File: config.mk
export PLATFORM = sky130hd
export DESIGN_NAME = barrel_rotl_pipe
export DESIGN_NICKNAME = d
export VERILOG_FILES = /design/src/rtl/barrel_rotl_pipe.sv
export SDC_FILE = /design/constraint.sdc
export NUM_CORES = 1
export LEC_CHECK = 0
export CORE_UTILIZATION = 61
export CTS_CLUSTER_SIZE = 30
export DETAILED_ROUTE_END_ITERATION = 12
export DONT_BUFFER_PORTS = 1
export GPL_TIMING_DRIVEN = 0
export PLACE_DENSITY = 0.77
export RECOVER_POWER = 100
export SKIP_LAST_GASP = 1
export SYNTH_ARGS = -nofsm -noshare
export SYNTH_HDL_FRONTEND = slang
export SYNTH_SLANG_ARGS = --single-unit
File: constraint.sdc
create_clock -name i_clk -period 2.3 [get_ports i_clk]
set_input_delay 0.46 -clock i_clk [delete_from_list [all_inputs] [get_ports i_clk]]
set_output_delay 0.46 -clock i_clk [all_outputs]
set_load 0.05 [all_outputs]
File: src/rtl/barrel_rotl_pipe.sv
// -----------------------------------------------------------------------------
// barrel_rotl_pipe
//
// Purpose:
//   Pipelined left rotator with a valid/ready handshake. It computes
//   o_y = i_a rotated left by i_k and undoes the combinational right-rotating
//   barrel_shifter, so rotl(rotr(a, k), k) == a. It sits on the receive/decode
//   side of the rotate datapath, between buffered blocks.
//
//   There are SHW stages. Stage s rotates by 2**(SHW-1-s) when bit SHW-1-s
//   of the carried shift amount is set. Stage 0 uses the largest step and the
//   last stage uses a step of 1. Each stage registers its rotated data, the
//   shift amount and a valid bit. The last stage's registers drive o_y and
//   o_valid directly.
//
//   Any stage that is empty, or whose successor is advancing, loads a new
//   value. Bubbles therefore collapse even when the output is stalled.
//   o_ready is the head of that combinational advance chain.
//
// Parameters:
//   WIDTH  data width; must equal 2**SHW.
//   SHW    shift-amount width; also the number of pipeline stages.
//
// Ports:
//   i_clk    in   1      clock, rising edge
//   i_rst    in   1      synchronous active-high reset
//   i_valid  in   1      upstream word valid
//   o_ready  out  1      block accepts a word this cycle
//   i_a      in   WIDTH  data word
//   i_k      in   SHW    rotate amount, 0..WIDTH-1
//   i_dir    in   1      (BARREL_ROTL_BIDIR_EN only) 0 = rotate left,
//                        1 = rotate right
//   o_valid  out  1      o_y holds a result
//   i_ready  in   1      downstream accepts o_y this cycle
//   o_y      out  WIDTH  rotated result
//
// Optional feature macro: BARREL_ROTL_BIDIR_EN
//   When this macro is defined, the block gains an i_dir input. i_dir is
//   sampled with i_a and carried through every stage. A 1 selects a right
//   rotate, o_y[i] = i_a[(i + k) mod WIDTH]. Latency and handshake are the
//   same in both directions.
// -----------------------------------------------------------------------------
module barrel_rotl_pipe #(
  parameter int WIDTH = 8,
  parameter int SHW   = 3
) (
  input  logic             i_clk,
  input  logic             i_rst,
  input  logic             i_valid,
  output logic             o_ready,
  input  logic [WIDTH-1:0] i_a,
  input  logic [SHW-1:0]   i_k,
`ifdef BARREL_ROTL_BIDIR_EN
  input  logic             i_dir,
`endif
  output logic             o_valid,
  input  logic             i_ready,
  output logic [WIDTH-1:0] o_y
);

  // ---------------------------------------------------------------------------
  // Stage registers
  // ---------------------------------------------------------------------------
  logic [SHW-1:0]            v_q, v_d;
  logic [SHW-1:0][WIDTH-1:0] d_q, d_d;
  logic [SHW-1:0][SHW-1:0]   k_q, k_d;
`ifdef BARREL_ROTL_BIDIR_EN
  logic [SHW-1:0]            dir_q, dir_d;
`endif

  // Per-stage inputs: the block's input port for stage 0, otherwise the
  // preceding stage's registers.
  logic [SHW-1:0]            in_v;
  logic [SHW-1:0][WIDTH-1:0] in_d;
  logic [SHW-1:0][SHW-1:0]   in_k;
`ifdef BARREL_ROTL_BIDIR_EN
  logic [SHW-1:0]            in_dir;
`endif

  // Rotated data that each stage would load on its next advance.
  logic [SHW-1:0][WIDTH-1:0] rot_d;

  // adv[s]: stage s loads at the next edge.
  logic [SHW-1:0]            adv;

  // ---------------------------------------------------------------------------
  // Per-stage datapath: input selection and a 2:1 pass/rotate mux
  // ---------------------------------------------------------------------------
  for (genvar gi = 0; gi < SHW; gi++) begin : g_stage
    // Stage gi handles shift-amount bit SEL, which has weight AMT.
    localparam int SEL = SHW - 1 - gi;
    localparam int AMT = 1 << SEL;

    if (gi == 0) begin : g_head
      assign in_v[gi] = i_valid;
      assign in_d[gi] = i_a;
      assign in_k[gi] = i_k;
`ifdef BARREL_ROTL_BIDIR_EN
      assign in_dir[gi] = i_dir;
`endif
    end else begin : g_link
      assign in_v[gi] = v_q[gi-1];
      assign in_d[gi] = d_q[gi-1];
      assign in_k[gi] = k_q[gi-1];
`ifdef BARREL_ROTL_BIDIR_EN
      assign in_dir[gi] = dir_q[gi-1];
`endif
    end

    // AMT never exceeds WIDTH/2, so WIDTH-AMT is always a legal shift.
    logic [WIDTH-1:0] rotl_w;
    assign rotl_w = (in_d[gi] << AMT) | (in_d[gi] >> (WIDTH - AMT));

`ifdef BARREL_ROTL_BIDIR_EN
    logic [WIDTH-1:0] rotr_w;
    assign rotr_w = (in_d[gi] >> AMT) | (in_d[gi] << (WIDTH - AMT));
    assign rot_d[gi] = !in_k[gi][SEL] ? in_d[gi]
                     : (in_dir[gi] ? rotr_w : rotl_w);
`else
    assign rot_d[gi] = in_k[gi][SEL] ? rotl_w : in_d[gi];
`endif
  end

  // ---------------------------------------------------------------------------
  // Advance chain, built from the output back toward the input.
  // A stage may load when it is empty or its successor is moving.
  // ---------------------------------------------------------------------------
  always_comb begin
    logic chain;
    chain = i_ready;
    adv   = '0;
    for (int s = SHW - 1; s >= 0; s--) begin
      chain  = ~v_q[s] | chain;
      adv[s] = chain;
    end
  end

  // ---------------------------------------------------------------------------
  // Next-state: advancing stages load from their inputs; others hold.
  // ---------------------------------------------------------------------------
  always_comb begin
    v_d = v_q;
    d_d = d_q;
    k_d = k_q;
`ifdef BARREL_ROTL_BIDIR_EN
    dir_d = dir_q;
`endif
    for (int s = 0; s < SHW; s++) begin
      if (adv[s]) begin
        v_d[s] = in_v[s];
        d_d[s] = rot_d[s];
        k_d[s] = in_k[s];
`ifdef BARREL_ROTL_BIDIR_EN
        dir_d[s] = in_dir[s];
`endif
      end
    end
  end

  always_ff @(posedge i_clk) begin
    if (i_rst) begin
      v_q <= '0;
      d_q <= '0;
      k_q <= '0;
`ifdef BARREL_ROTL_BIDIR_EN
      dir_q <= '0;
`endif
    end else begin
      v_q <= v_d;
      d_q <= d_d;
      k_q <= k_d;
`ifdef BARREL_ROTL_BIDIR_EN
      dir_q <= dir_d;
`endif
    end
  end

  // ---------------------------------------------------------------------------
  // Outputs
  // ---------------------------------------------------------------------------
  assign o_ready = adv[0];
  assign o_valid = v_q[SHW-1];
  assign o_y     = d_q[SHW-1];

  // The last stage's shift amount (and direction) have no further consumer.
  // They are kept so that every stage has the same shape.
  logic unused_tail;
`ifdef BARREL_ROTL_BIDIR_EN
  assign unused_tail = ^{k_q[SHW-1], dir_q[SHW-1]};
`else
  assign unused_tail = ^k_q[SHW-1];
`endif

endmodule

# Word level (Yosys, flattened, before mapping)
# Cells that the tools add are included.
# totals
ram_bits	0
output_inout_bits	10
ff_bits	30
romBits	0
latch_bits	0
in_bits	15
word_cells	20
memories	0
# op_classes
div_mod_pow	0
n_mux	3
n_reduce_logical	0
eq_ne	0
n_shift	0
order_cmp	0
n_mul	0
n_addsub	0
bitwise_logic	9
# op_table
op	n
two-way mux 8 bit	3
OR 8 x 1 -> 8 bit	1
OR 8 x 2 -> 8 bit	1
OR 8 x 4 -> 8 bit	1
NOT 1 bit	3
OR 1 bit	3

# Longest topological paths before layout
# logic_depth
ltp_word	4
mapped_depth	5

# Least setup slack after synthesis
# OpenSTA, ideal clock, no wires.
# synth_path
path_kind	flip-flop to output port
startpoint	reg v_q[2]
endpoint	out o_ready
path_slack_ps	730
required_ps	1840
arrival_time_ps	1110
n_path_buf	1
stages_incl_launch_ff	3
path_cell_list	dfxtp_1 -> nand4b_2 -> buf_6
# synth_between
elab_chain_len	4
# synth_lines
item	line	rtl
start, declared	64	logic [SHW-1:0] v_q, v_d;
start signal, assigned	169	v_q <= v_d;
NOT 1 bit	133	chain = ~v_q[s] | chain;
OR 1 bit (3 in series)	133	
end, declared	50	output logic o_ready,
# Every way passes these cells.

# Worst setup path after layout
# Ends and elaborated chain as after synthesis.

==> flow_metrics.env <==
export IMPL_rows=17
export IMPL_grt_pass1_wl_um=4257
export IMPL_rsz0062_at_grt="no"
export IMPL_antenna_found_initial=0
export IMPL_synth_cells=136
export IMPL_power_internal_w=0.0007396
export IMPL_regToRegSetupSlack_ns=0.52
export IMPL_synth_compound_area_share_pct=21.14
export IMPL_cts_made_buffers=5
export IMPL_rr_worst_depth=3
export IMPL_clkSinkCount=30
export IMPL_clock_power_share_pct=31.7
export IMPL_synth_top_family_by_area="compound AO/OA/AOI/OAI gates"
export IMPL_synth_fa_ha_area_share_pct=0
export IMPL_worstPathMaxFanout=10
export IMPL_start_util_pct=66.15
export IMPL_gp_congestion=0.7363
export IMPL_r2r_start="v_q[2]$_SDFFE_PP0P_"
export IMPL_synth_seq_cells=30
export IMPL_max_freq_mhz=494.3
export IMPL_wl_um=2698
export IMPL_synth_cell_types=15
export IMPL_cp_startpoint="v_q[2]$_SDFFE_PP0P_"
export IMPL_cts_resized=0
export IMPL_antenna_cells=0
export IMPL_critPathSlowestCell="dfxtp_1"
export IMPL_clk_pin_slew_ns=0.09
export IMPL_synth_area_per_cell_um2=10.97
export IMPL_postCtsSetupBuffers=0
export IMPL_dieHeight_um=51.45
export IMPL_worstHoldPathCells=2
export IMPL_status="completed"
export IMPL_path_delay_family="flip-flops"
export IMPL_grt_pass1_vias=1006
export IMPL_routedWlPerCell_um=15.69
export IMPL_core_area_um2=2255
export IMPL_cts_tree="done"
export IMPL_hold_class="in -> reg"
export IMPL_hold_viol_final=0
export IMPL_synth_xor_area_share_pct=0
export IMPL_ys_seq_area_share_pct=40.27
export IMPL_root_buffer="clkbuf_4"
export IMPL_fin_skew_ns=0.009526
export IMPL_area_growth_syn_to_layout_pct=-5.872
export IMPL_critical_path_cell_chain="nand4b_2 > clkbuf_2"
export IMPL_ctsHoldBuffers=0
export IMPL_final_common_cell="dfxtp_1"
export IMPL_power_frac_comb_pct=11.3
export IMPL_syn_cell_area_um2=1491
export IMPL_ios=25
export IMPL_maxCapViolCount=0
export IMPL_cts_buffer_depth=2
export IMPL_via_count=997
export IMPL_final_setup_worst_slack_ns=0.2769
export IMPL_p_switching_w=0.0002681
export IMPL_sequentialPowerShare_pct=57.0
export IMPL_period_needed_ns=2.023
export IMPL_post_route_period_util_pct=87.96
export IMPL_power_leakage_nw=0.6016
export IMPL_reg2reg_to="d_q[13]$_SDFFE_PP0P_"
export IMPL_start_kind="flip-flop"
export IMPL_io_buffers=0
export IMPL_hp_start="i_valid"
export IMPL_dieArea_um2=2647
export IMPL_dp_hpwl_um=2013
export IMPL_drt_iter0_markers=8
export IMPL_synth_mux_area_fraction_pct=18.12
export IMPL_grt_usage_pct=22.78
export IMPL_clk_latency_ns=0.32
export IMPL_tightestPinTransition_ns=0.5937
export IMPL_crit_buf_inv=1
export IMPL_peakVddDrop_mv=0.4418
export IMPL_post_synth_and_or_nand_nor_area_fraction_pct=9.564
export IMPL_grt_max_degree=11
export IMPL_setup_viol=0
export IMPL_cts_htree_levels=2
export IMPL_drt_first_pass_iters=4
export IMPL_vias_per_cell=5.797
export IMPL_max_stage_delay_ns=0.70
export IMPL_p_per_area_nw_per_um2=717.8
export IMPL_required_ns=1.84
export IMPL_dp_slack_ns=0.6757
export IMPL_die_w_um=51.45
export IMPL_tns_ns=0
export IMPL_end_kind="primary output"
export IMPL_synthesis_nets=151
export IMPL_mostFrequentLayoutCells="dfxtp_1, mux2i_1, nor2_1"
export IMPL_ant_nets=0
export IMPL_arrival_ns=1.56
export IMPL_drcViolationCount=0
export IMPL_ys_warn_count=0
export IMPL_layout_nets=158
export IMPL_netSwitchingFraction_pct=26.61
export IMPL_slew_viol_final=0
export IMPL_grt_remaining_overflow=0
export IMPL_drive_gt1_share_pct=11.81
export IMPL_slew_limit_headroom_pct=60.59
export IMPL_setup_worst_path_class="reg -> out"
export IMPL_whs_endpoint="v_q[0]$_SDFFE_PP0P_"
[synth_stat cells]
library cell   n  area (um^2)
clkbuf_1       2        7.510
nor2_1        27        101.4
mux2i_1       27        270.3
nand3b_4       1        20.02
buf_4          8        60.06
a211oi_2      24        300.3
a21oi_1        3        15.01
nand2b_1       1        6.260
dfxtp_1       30        600.6
buf_1          1        3.750
buf_6          4        45.04
inv_1          3        11.26
nand4b_2       1        15.01
buf_12         1        20.02
buf_2          3        15.01
[cell families after synthesis]
family / Yosys count
flip-flops: 30
AND/OR/NAND/NOR: 30
AO/OA/AOI/OAI: 27
multiplexers: 27
buffers and inverters: 22
[final cells by class]
type / count / area, um^2
fillers: 210 / 850.8
multi-input cells: 84 / 620.6
flip-flops and latches: 30 / 600.6
plain buffers: 19 / 76.32
clock buffers: 7 / 55.05
well taps: 28 / 35.03
inverters: 3 / 11.26
clock inverters: 1 / 5.005
[through the flow]
stage          total power, W  util [%]  hold WS [ns]  instance area [um^2]  std cells
6_report             0.001008     62.26        0.2662                  1404        172
5_1_grt              0.001050     62.26        0.2619                  1404        172
4_1_cts              0.001044     70.37        0.2540                  1587        172
3_5_place_dp        0.0007259     67.70        0.4615                  1526        164
3_3_place_gp        0.0007201     67.70        0.4496                  1526        164
2_1_floorplan       0.0007036         -        0.4381                  1491        136
[power groups by stage]
stage               clock, W  combinational (W)  sequential [W]
floorplan                  0           0.000124        0.000580
global placement           0           0.000135        0.000585
detailed placement         0           0.000139        0.000587
CTS                 0.000330           0.000139        0.000575
global route        0.000350           0.000122        0.000578
finish              0.000320           0.000114        0.000574
[per-layer routing]
layer / vias to the layer above / track usage (%) / part of all wire (%)
li1: 486 / - / -
met1: 483 / 26.67 / 47
met2: 19 / 36.58 / 47
met3: 9 / 5.655 / 3.2
met4: 0 / 14.86 / 2.6
met5: - / 0 / 0
[worst max-delay path by stage]
stage                         end  slack [ns]  cells after the start
after floorplan           o_ready        0.73                      2
final                     o_ready        0.28                      2
after detailed placement  o_ready        0.68                      2
after CTS                 o_ready        0.31                      2
after global placement    o_ready        0.69                      2
after global routing      o_ready        0.21                      2
[registers in the layout, summed over array words and instances, names as in the netlist]
name  count
d_q      16
o_y       8
in_k      3
v_q       3
Power figures use the tool's default switching activity.
